`config.mk`:
```
export PLATFORM = sky130hd
export DESIGN_NAME = seq_mult_bw_flat
export DESIGN_NICKNAME = d
export VERILOG_FILES = /design/src/rtl/mult_pkg.sv /design/src/rtl/seq_mult_bw_if.sv /design/src/rtl/pp_row_xor.sv /design/src/rtl/seq_mult_bw.sv /design/src/flat_wrapper.sv
export SDC_FILE = /design/constraint.sdc
export NUM_CORES = 1
export LEC_CHECK = 0
export ABC_CLOCK_PERIOD_IN_PS = 8900
export CAP_MARGIN = 40
export CORE_MARGIN = 2
export CORE_UTILIZATION = 50
export CTS_CLUSTER_SIZE = 12
export DETAILED_ROUTE_END_ITERATION = 16
export GPL_TIMING_DRIVEN = 0
export PLACE_DENSITY = 0.78
export SYNTH_ARGS = -nofsm -noshare
export SYNTH_HDL_FRONTEND = slang
export SYNTH_SLANG_ARGS = --single-unit
```
`constraint.sdc`:
```
create_clock -name clk -period 8.9 [get_ports clk]
set_input_delay 1.78 -clock clk [delete_from_list [all_inputs] [get_ports clk]]
set_output_delay 1.78 -clock clk [all_outputs]
set_load 0.05 [all_outputs]
```
`src/rtl/mult_pkg.sv`:
```
// Shared types and helpers for the Baugh-Wooley sequential multiplier.
package mult_pkg;

    localparam int unsigned WIDTH_MIN = 2;
    localparam int unsigned WIDTH_MAX = 32;

    typedef enum logic [1:0] {
        IDLE = 2'd0,
        BUSY = 2'd1,
        DONE = 2'd2
    } state_e;

    // Signed rows invert bits where exactly one of the bit index and row index is the MSB.
    function automatic logic [WIDTH_MAX-1:0] bw_toggle_mask(
        input int unsigned width,
        input int unsigned row,
        input logic        signed_mode
    );
        logic [WIDTH_MAX-1:0] m;
        m = '0;
        if (signed_mode) begin
            for (int unsigned i = 0; i < width; i++) begin
                if ((i == width - 1) != (row == width - 1)) begin
                    m[i] = 1'b1;
                end
            end
        end
        return m;
    endfunction

endpackage

```
`src/rtl/seq_mult_bw_if.sv`:
```
// Operand/result handshake bundle for seq_mult_bw.
interface seq_mult_bw_if #(
    parameter int unsigned WIDTH = 8
);
    logic                 start_valid;
    logic                 start_ready;
    logic [WIDTH-1:0]     a;
    logic [WIDTH-1:0]     b;
    logic                 signed_mode;
    logic                 result_valid;
    logic                 result_ready;
    logic [2*WIDTH-1:0]   product;

    modport master (
        output start_valid, a, b, signed_mode, result_ready,
        input  start_ready, result_valid, product
    );

    modport slave (
        input  start_valid, a, b, signed_mode, result_ready,
        output start_ready, result_valid, product
    );
endinterface

```
`src/rtl/pp_row_xor.sv`:
```
// One partial-product row: operand gated by a multiplier bit, then toggled by a mask.
module pp_row_xor #(
    parameter int unsigned WIDTH = 8
) (
    input  logic [WIDTH-1:0] a,
    input  logic             b_bit,
    input  logic [WIDTH-1:0] mask,
    output logic [WIDTH-1:0] row
);
    always_comb begin
        row = (a & {WIDTH{b_bit}}) ^ mask;
    end
endmodule

```
`src/rtl/seq_mult_bw.sv`:
```
// Sequential shift-add multiplier, one row per cycle; signed mode uses Baugh-Wooley correction.
module seq_mult_bw
    import mult_pkg::*;
#(
    parameter int unsigned WIDTH = 8
) (
    input  logic       clk,
    input  logic       reset,
    seq_mult_bw_if.slave bus
);
    localparam int unsigned CNT_W = (WIDTH > 2) ? $clog2(WIDTH) : 1;
    localparam int unsigned PW    = 2 * WIDTH;

    state_e           state_q, state_d;
    logic [WIDTH-1:0] a_q, a_d, b_q, b_d;
    logic             sgn_q, sgn_d;
    logic [PW-1:0]    acc_q, acc_d;
    logic [PW-1:0]    product_q, product_d;
    logic [CNT_W-1:0] cnt_q, cnt_d;
    logic             start_ready_q, start_ready_d;
    logic             result_valid_q, result_valid_d;

    logic [WIDTH-1:0] row_mask, row;
    logic [PW-1:0]    row_ext, bw_const, acc_sum;
    logic             b_bit;

    always_comb begin
        b_bit    = b_q[cnt_q];
        row_mask = WIDTH'(bw_toggle_mask(WIDTH, 32'(cnt_q), sgn_q));
    end

    pp_row_xor #(.WIDTH(WIDTH)) u_pp_row (
        .a     (a_q),
        .b_bit (b_bit),
        .mask  (row_mask),
        .row   (row)
    );

    // Both correction constants ride along with row 0 so the sum is complete at the last row.
    always_comb begin
        bw_const = '0;
        if (sgn_q && (cnt_q == '0)) begin
            bw_const[WIDTH]  = 1'b1;
            bw_const[PW-1]   = 1'b1;
        end
        row_ext = PW'(row) << cnt_q;
        acc_sum = acc_q + row_ext + bw_const;
    end

    always_comb begin
        state_d   = state_q;
        a_d       = a_q;
        b_d       = b_q;
        sgn_d     = sgn_q;
        acc_d     = acc_q;
        cnt_d     = cnt_q;
        product_d = product_q;
        unique case (state_q)
            IDLE: begin
                if (bus.start_valid && start_ready_q) begin
                    a_d     = bus.a;
                    b_d     = bus.b;
                    sgn_d   = bus.signed_mode;
                    acc_d   = '0;
                    cnt_d   = '0;
                    state_d = BUSY;
                end
            end
            BUSY: begin
                acc_d = acc_sum;
                if (cnt_q == CNT_W'(WIDTH - 1)) begin
                    product_d = acc_sum;
                    state_d   = DONE;
                end else begin
                    cnt_d = cnt_q + CNT_W'(1);
                end
            end
            DONE: begin
                if (result_valid_q && bus.result_ready) begin
                    state_d = IDLE;
                end
            end
            default: state_d = IDLE;
        endcase
        start_ready_d  = (state_d == IDLE);
        result_valid_d = (state_d == DONE);
    end

    always_ff @(posedge clk) begin
        if (reset) begin
            state_q        <= IDLE;
            a_q            <= '0;
            b_q            <= '0;
            sgn_q          <= 1'b0;
            acc_q          <= '0;
            cnt_q          <= '0;
            product_q      <= '0;
            start_ready_q  <= 1'b1;
            result_valid_q <= 1'b0;
        end else begin
            state_q        <= state_d;
            a_q            <= a_d;
            b_q            <= b_d;
            sgn_q          <= sgn_d;
            acc_q          <= acc_d;
            cnt_q          <= cnt_d;
            product_q      <= product_d;
            start_ready_q  <= start_ready_d;
            result_valid_q <= result_valid_d;
        end
    end

    assign bus.start_ready  = start_ready_q;
    assign bus.result_valid = result_valid_q;
    assign bus.product      = product_q;

endmodule

```
`src/flat_wrapper.sv`:
```
// flat-port wrapper written by rule: the top's interface ports become plain ports
module seq_mult_bw_flat import mult_pkg::*;
#(
    parameter int unsigned WIDTH = 8
)
  (clk, reset, bus_start_valid, bus_a, bus_b, bus_signed_mode, bus_result_ready, bus_start_ready, bus_result_valid, bus_product);
  seq_mult_bw_if #(.WIDTH(WIDTH)) bus_i ();
  input  logic clk;
  input  logic reset;
  input wire logic [$bits(bus_i.start_valid)-1:0] bus_start_valid;
  input wire logic [$bits(bus_i.a)-1:0] bus_a;
  input wire logic [$bits(bus_i.b)-1:0] bus_b;
  input wire logic [$bits(bus_i.signed_mode)-1:0] bus_signed_mode;
  input wire logic [$bits(bus_i.result_ready)-1:0] bus_result_ready;
  output wire logic [$bits(bus_i.start_ready)-1:0] bus_start_ready;
  output wire logic [$bits(bus_i.result_valid)-1:0] bus_result_valid;
  output wire logic [$bits(bus_i.product)-1:0] bus_product;
  assign bus_i.start_valid = bus_start_valid;
  assign bus_i.a = bus_a;
  assign bus_i.b = bus_b;
  assign bus_i.signed_mode = bus_signed_mode;
  assign bus_i.result_ready = bus_result_ready;
  assign bus_start_ready = bus_i.start_ready;
  assign bus_result_valid = bus_i.result_valid;
  assign bus_product = bus_i.product;
  seq_mult_bw #(.WIDTH(WIDTH)) u_core (.clk(clk), .reset(reset), .bus(bus_i));
endmodule
```
# [After elaboration in Yosys (flattened, before gate mapping)]
# Cells that the tools add are included.
[totals] elab_cells=48 regBits=56 out_inout_bits=18 input_bits=21
[classes] add_sub_neg=3 shifts=1 n_bitwise=2 n_reduce_logical=11 magnitude_cmp=1 n_eq_ne=6 mux=15
[ops] operator="adder 16 bit" n=2
[ops] operator="case mux 16 bit (2 select lines)" n=1
[ops] operator="two-way mux 16 bit" n=1
[ops] operator="left shift 8 x 3 -> 16 bit" n=1
[ops] operator="bitwise AND 8 bit" n=1
[ops] operator="two-way mux 8 bit" n=1
[ops] operator="XOR 8 bit" n=1
[ops] operator="two-way mux 2 bit" n=3
[ops] operator="two-way mux 3 bit" n=2
[ops] operator="case mux 2 bit (3 select lines)" n=1
[ops] operator="case mux 3 bit (2 select lines)" n=1
[ops] operator="AND reduction 2 bit" n=3
[ops] operator="equality test 2 bit (second input constant)" n=2
[ops] operator="logical NOT 2 bit" n=2
[ops] operator="< comparator 3 x 4 -> 1 bit (second input constant)" n=1
[ops] operator="two-way mux 1 bit" n=4
[ops] operator="adder 3 x 1 -> 3 bit (second input constant)" n=1
[ops] operator="binary-select mux 1 bit (select 3 bit)" n=1
[ops] operator="equality test 3 bit (second input constant)" n=1
[ops] operator="logical AND 1 bit" n=3
[ops] operator="logical NOT 3 bit" n=1
[ops] operator="AND reduction 3 bit" n=1
[ops] operator="equality test 2 x 1 -> 1 bit (second input constant)" n=1
[ops] operator="!= test 2 x 1 -> 1 bit (second input constant)" n=1
[ops] operator="2 further kinds" n=2

# [Depth between registers and ports, before layout]
[depth] depth_word=8 depth_mapped=16 depth_no_buf=15

# [Cells and area by module]
# Synthesis repeated with hierarchy kept, for this count alone.
[hier_totals] hier_cells=446 hier_area_um2=3574.7
[by_module_without_submodules] module="seq_mult_bw" cells_each=429 seq_area_each_um2=1121.1 instances=1 area_each_um2=3469.6
[by_module_without_submodules] module="pp_row_xor" cells_each=17 seq_area_each_um2=0.0 instances=1 area_each_um2=105.1

# [Least setup slack after synthesis]
# No wires, ideal clock.
[synth_path] path_type="register to register" start="register u_core.cnt_q[0]" end="register u_core.acc_q[13]" period_less_slack_ns=3.960 stages_incl_launch_ff=16 slack_ns=4.940 path_buffers=1 required_time_ns=8.776 arrival_ns=3.836 setup_ns=0.124 path_cell_list="dfxtp_1 buf_6 mux4_2 mux2_4 a41o_1 a22oi_2 o21ai_2 nor2_1 ha_1 fa_1 a211oi_1 o21ai_0 a2111oi_2 nor2_1 xnor2_1 o21ai_0"
[synth_between] elab_chain_cells=8 elab_cells_between_ends=15 cone_classes="add/sub (2); eq/ne (1); shift (1); mux (7); bitwise (2); reduce/logical (2)"
[synth_rtl] item="from (decl)" line="seq_mult_bw.sv:19" source="logic [CNT_W-1:0] cnt_q, cnt_d;"
[synth_rtl] item="from (signal assigned)" line="seq_mult_bw.sv:106" source="cnt_q <= cnt_d;"
[synth_rtl] item="binary-select mux 1 bit (select 3 bit) or equality test 3 bit (tied branches)" line="seq_mult_bw.sv:28, mult_pkg.sv:23"
[synth_rtl] item="two-way mux 1 bit, on equally long branches" line="seq_mult_bw.sv:28, mult_pkg.sv:23"
[synth_rtl] item="bitwise AND 8 bit or two-way mux 8 bit (tied branches)" line="pp_row_xor.sv:11, mult_pkg.sv:21"
[synth_rtl] item="XOR 8 bit" line="pp_row_xor.sv:11" source="row = (a & {WIDTH{b_bit}}) ^ mask;"
[synth_rtl] item="left shift 8 x 3 -> 16 bit" line="seq_mult_bw.sv:46" source="row_ext = PW'(row) << cnt_q;"
[synth_rtl] item="adder 16 bit" line="seq_mult_bw.sv:47" source="acc_sum = acc_q + row_ext + bw_const;"
[synth_rtl] item="adder 16 bit *" line="seq_mult_bw.sv:47"
[synth_rtl] item="case mux 16 bit (2 select lines) *" line="seq_mult_bw.sv:58" source="unique case (state_q)"
[synth_rtl] item="to (signal assigned)" line="seq_mult_bw.sv:95" source="acc_q <= '0;"
[synth_rtl] item="to (signal assigned)" line="seq_mult_bw.sv:105" source="acc_q <= acc_d;"
[synth_rtl] item="to (decl)" line="seq_mult_bw.sv:17" source="logic [PW-1:0] acc_q, acc_d;"
# Every way passes the cells marked *; elsewhere a longest branch is shown, timed or not. The select of a mux whose other input is x is not followed.
# A chain may end at the register's enable or synchronous reset.

# [Worst setup path in the final report]
[layout_path] start="register u_core.cnt_q[0]" end="register u_core.product_q[13], in the netlist u_core.bus.product[13]"
[layout_between] elab_chain_cells=7 elab_cells_between_ends=15 cone_classes="add/sub (2); eq/ne (1); shift (1); mux (6); bitwise (2); reduce/logical (3)"
[layout_rtl] item="binary-select mux 1 bit (select 3 bit) or equality test 3 bit (tied branches)" line="seq_mult_bw.sv:28, mult_pkg.sv:23, seq_mult_bw.sv:71"
[layout_rtl] item="two-way mux 1 bit, on equally long branches" line="seq_mult_bw.sv:28, mult_pkg.sv:23"
[layout_rtl] item="bitwise AND 8 bit or two-way mux 8 bit (tied branches)" line="pp_row_xor.sv:11, mult_pkg.sv:21"
[layout_rtl] item="XOR 8 bit" line="pp_row_xor.sv:11"
[layout_rtl] item="left shift 8 x 3 -> 16 bit" line="seq_mult_bw.sv:46"
[layout_rtl] item="adder 16 bit (2 in series)" line="seq_mult_bw.sv:47"
[layout_rtl] item="to (signal assigned)" line="seq_mult_bw.sv:107" source="product_q <= product_d;"
[layout_rtl] item="to (decl)" line="seq_mult_bw.sv:18" source="logic [PW-1:0] product_q, product_d;"
# Parallel ways exist; a longest one is shown, timed or not. The select of a mux whose other input is x is not followed.

==> results.json <==
{
  "synth_seq_cells": 56,
  "clock_latency_ns": 0.31,
  "final_core_util": 0.605,
  "tightest_slew_ns": 0.641,
  "p_total_uw": 490,
  "synthXorXnorAreaFrac": 0.0543,
  "cts_hold_buffers": 0,
  "syn_area_mm2": 0.00355,
  "drv_cap": 0,
  "cts_tree": "yes",
  "arrival_ns": 4.78,
  "min_period_over_period": 0.517,
  "rsz0062_at_grt": "no",
  "post_cts_buffers": 0,
  "synth_top_area_share": 0.316,
  "mostFrequentLayoutCell": "nand2_1",
  "synth_edf_count": 0,
  "cts_root_buf": "clkbuf_8",
  "hold_class": "reg -> reg",
  "route.vias.total": 3275,
  "crit_top_cell": "ha_1",
  "htree_levels": 2,
  "fin_crit_ns": 4.60,
  "final_cell_mix": "nand2_1 (89), dfxtp_1 (56), a21oi_1 (55)",
  "finalSetupViolCount": 0,
  "clockBufferDepth": 2,
  "cp_num_buf_inv": 1,
  "ys_top_cells_by_area": "dfxtp_1 (32%), ha_1 (11%), nand2_1 (9.4%)",
  "end_kind": "flop",
  "power_density_mw_per_mm2": 119,
  "synth.distinct_cells": 54,
  "port_buffers": 38,
  "cp-start-kind": "flop",
  "cts_resized": 0,
  "outcome": "finished clean",
  "synth_top_family_by_area": "simple AND/OR/NAND/NOR gates",
  "syn_nets": 499,
  "ys_warn_count": 0,
  "worst_slack_ns": 4.30,
  "critPathSlowestCell": "fa_1",
  "clk_pin_slew_ns": 0.10,
  "io_pins": 39,
  "cp_slowest_stage_delay_ns": 0.49,
  "top_usage_layer": "met2",
  "setup_tns_ns": 0,
  "syn_avg_cell_area_um2": 7.97,
  "place_inst": 579,
  "crit_family": "compound AO/OA/AOI/OAI gates",
  "grt_pass1_wl_um": 14900,
  "peakVddDrop_mv": 0.0671,
  "maxSlewViolCount": 0,
  "syn_to_final_growth_pct": 16.5,
  "grt_start_max_net_pins": 18,
  "drive_above_1_share": 0.0571,
  "numCtsBuffers": 5,
  "antenna_left": 0,
  "instances_no_fill": 586,
  "use_met1": 0.351,
  "synth_top_cell_by_area": "dfxtp_1",
  "grt_pass1_vias": 3094,
  "die_width_um": 88.2,
  "fin_skew_ns": 0.0119,
  "coreArea_mm2": 0.00683,
  "cp_max_fo": 10,
  "die_y_um": 88.2,
  "routed_wl_um": 9220,
  "hold_viol": 0,
  "pre_cts_ws_ns": 4.36,
  "critPathRequiredTime_ns": 9.08,
  "synthAdderAreaFrac": 0.121,
  "crit_type": "reg -> reg",
  "n_antenna_cell": 0,
  "via_per_inst": 5.59,
  "drc": 0,
  "fp.dieArea_mm2": 0.00778,
  "drt_first_pass_iters": 4,
  "num-fill-cells": 656,
  "ys.flop_type": "dfxtp_1",
  "wire_per_inst_um": 15.7,
  "synth_compound_area_frac": 0.207,
  "syn-instance-count": 445,
  "worstPathCellList": "ha_1 -> ha_1 -> nand2_1 -> clkbuf_1 -> a21oi_1 -> o21ai_2 -> nor2_1 -> ha_1 -> fa_1 -> a211oi_1 -> o21ai_0 -> a2111oi_2 -> nor2_1 -> xnor2_1 -> a21oi_1",
  "cts.sinks": 56,
  "use_met3": 0.0326,
  "rows": 30,
  "grt_antenna_before_repair": 0,
  "use_met2": 0.380,
  "synthMuxAreaShare": 0.0466,
  "initial_core_util": 0.519,
  "async_flop_share": 0,
  "leakage_nw": 1.61,
  "first_iter_violations": 207,
  "synth_simple_gate_area_frac": 0.211,
  "synth-seq-area-share": 0.316,
  "fmaxAchievable_mhz": 217,
  "hpwl_um": 7220,
  "final_nets": 544,
  "gpl.final_weighted_congestion": 0.923,
  "overflow": 0,
  "r2r_slack_ns": 4.30,
  "max_slew_margin": 0.568,
  "track_usage": 0.244
}
## worst paths after layout
check,startpoint,endpoint,cells after the start
min reg2reg,u_core.bus.product[11],u_core.bus.product[11],2
min,u_core.bus.product[11],u_core.bus.product[11],2
max reg2reg,u_core.cnt_q[0],u_core.bus.product[13],15
max,u_core.cnt_q[0],u_core.bus.product[13],15
## routing by layer
metal,vias up,wire [um]
li1,1666,-
met1,1522,4460
met5,-,0
met2,74,4220
met4,0,141
met3,13,408
## cells in the mapped netlist (3+ instances only)
library cell / count
nand4_1: 8
xor2_1: 6
a31oi_1: 3
nand3_1: 20
dfxtp_1: 56
nand2_1: 89
o22ai_1: 4
and3_1: 5
a22oi_1: 3
nor3_1: 6
mux2i_1: 8
o21ai_0: 22
a211oi_1: 5
a21o_1: 8
o21a_1: 3
clkbuf_1: 19
inv_1: 4
buf_1: 3
nor2_1: 27
xnor2_1: 16
a21oi_1: 55
ha_1: 31
## sequential cells by signal, indices dropped and copies added, names as in the netlist
register / count
u_core.bus.result_valid: 1
u_core.state_q: 2
u_core.a_q: 8
u_core.bus.product: 16
u_core.cnt_q: 3
u_core.sgn_q: 1
u_core.b_q: 8
u_core.bus.start_ready: 1
u_core.acc_q: 16
## power by group
part           leakage (nW)  internal [mW]  switching, mW
Combinational          1.12         0.0326         0.0519
Sequential            0.454          0.258        0.00604
Clock                0.0406         0.0551         0.0861
## final cells by class
| type | count | area (um^2) | area share |
|---|---|---|---|
| plain buffers | 28 | 143 | 0.0345 |
| clock buffers | 5 | 68.8 | 0.0167 |
| clock inverters | 2 | 16.3 | 0.00394 |
| inverters | 4 | 15.0 | 0.00363 |
| multi-input cells | 357 | 2270 | 0.549 |
| flip-flops and latches | 56 | 1120 | 0.271 |
| well taps | 96 | 120 | 0.0291 |
| repair buffers | 38 | 380 | 0.0921 |
## stage by stage
stage,hold WS (ns),cell area [um^2]
after floorplan,0.433,3550
after global placement,0.437,4050
after detailed placement,0.444,4050
after CTS,0.457,4130
after global routing,0.477,4130
final,0.455,4130
## kinds of logic (layout without fill, tap and decap cells)
group,after synthesis,count (layout)
AO/OA/AOI/OAI,120,120
XOR/XNOR,22,22
adder cells (fa/ha/maj),33,33
buffers and inverters,32,77
flip-flops,56,56
multiplexers,13,13
AND/OR/NAND/NOR,169,169
## worst reg2reg max path, cell delays in order (launching register included)
cell and delay [ns]:
dfxtp_1 0.34, ha_1 0.21, ha_1 0.28, nand2_1 0.35
clkbuf_1 0.48, a21oi_1 0.17, o21ai_2 0.21, nor2_1 0.09
ha_1 0.33, fa_1 0.49, a211oi_1 0.32, o21ai_0 0.31
a2111oi_2 0.48, nor2_1 0.11, xnor2_1 0.21, a21oi_1 0.09
(Power assumes the default switching activity.)
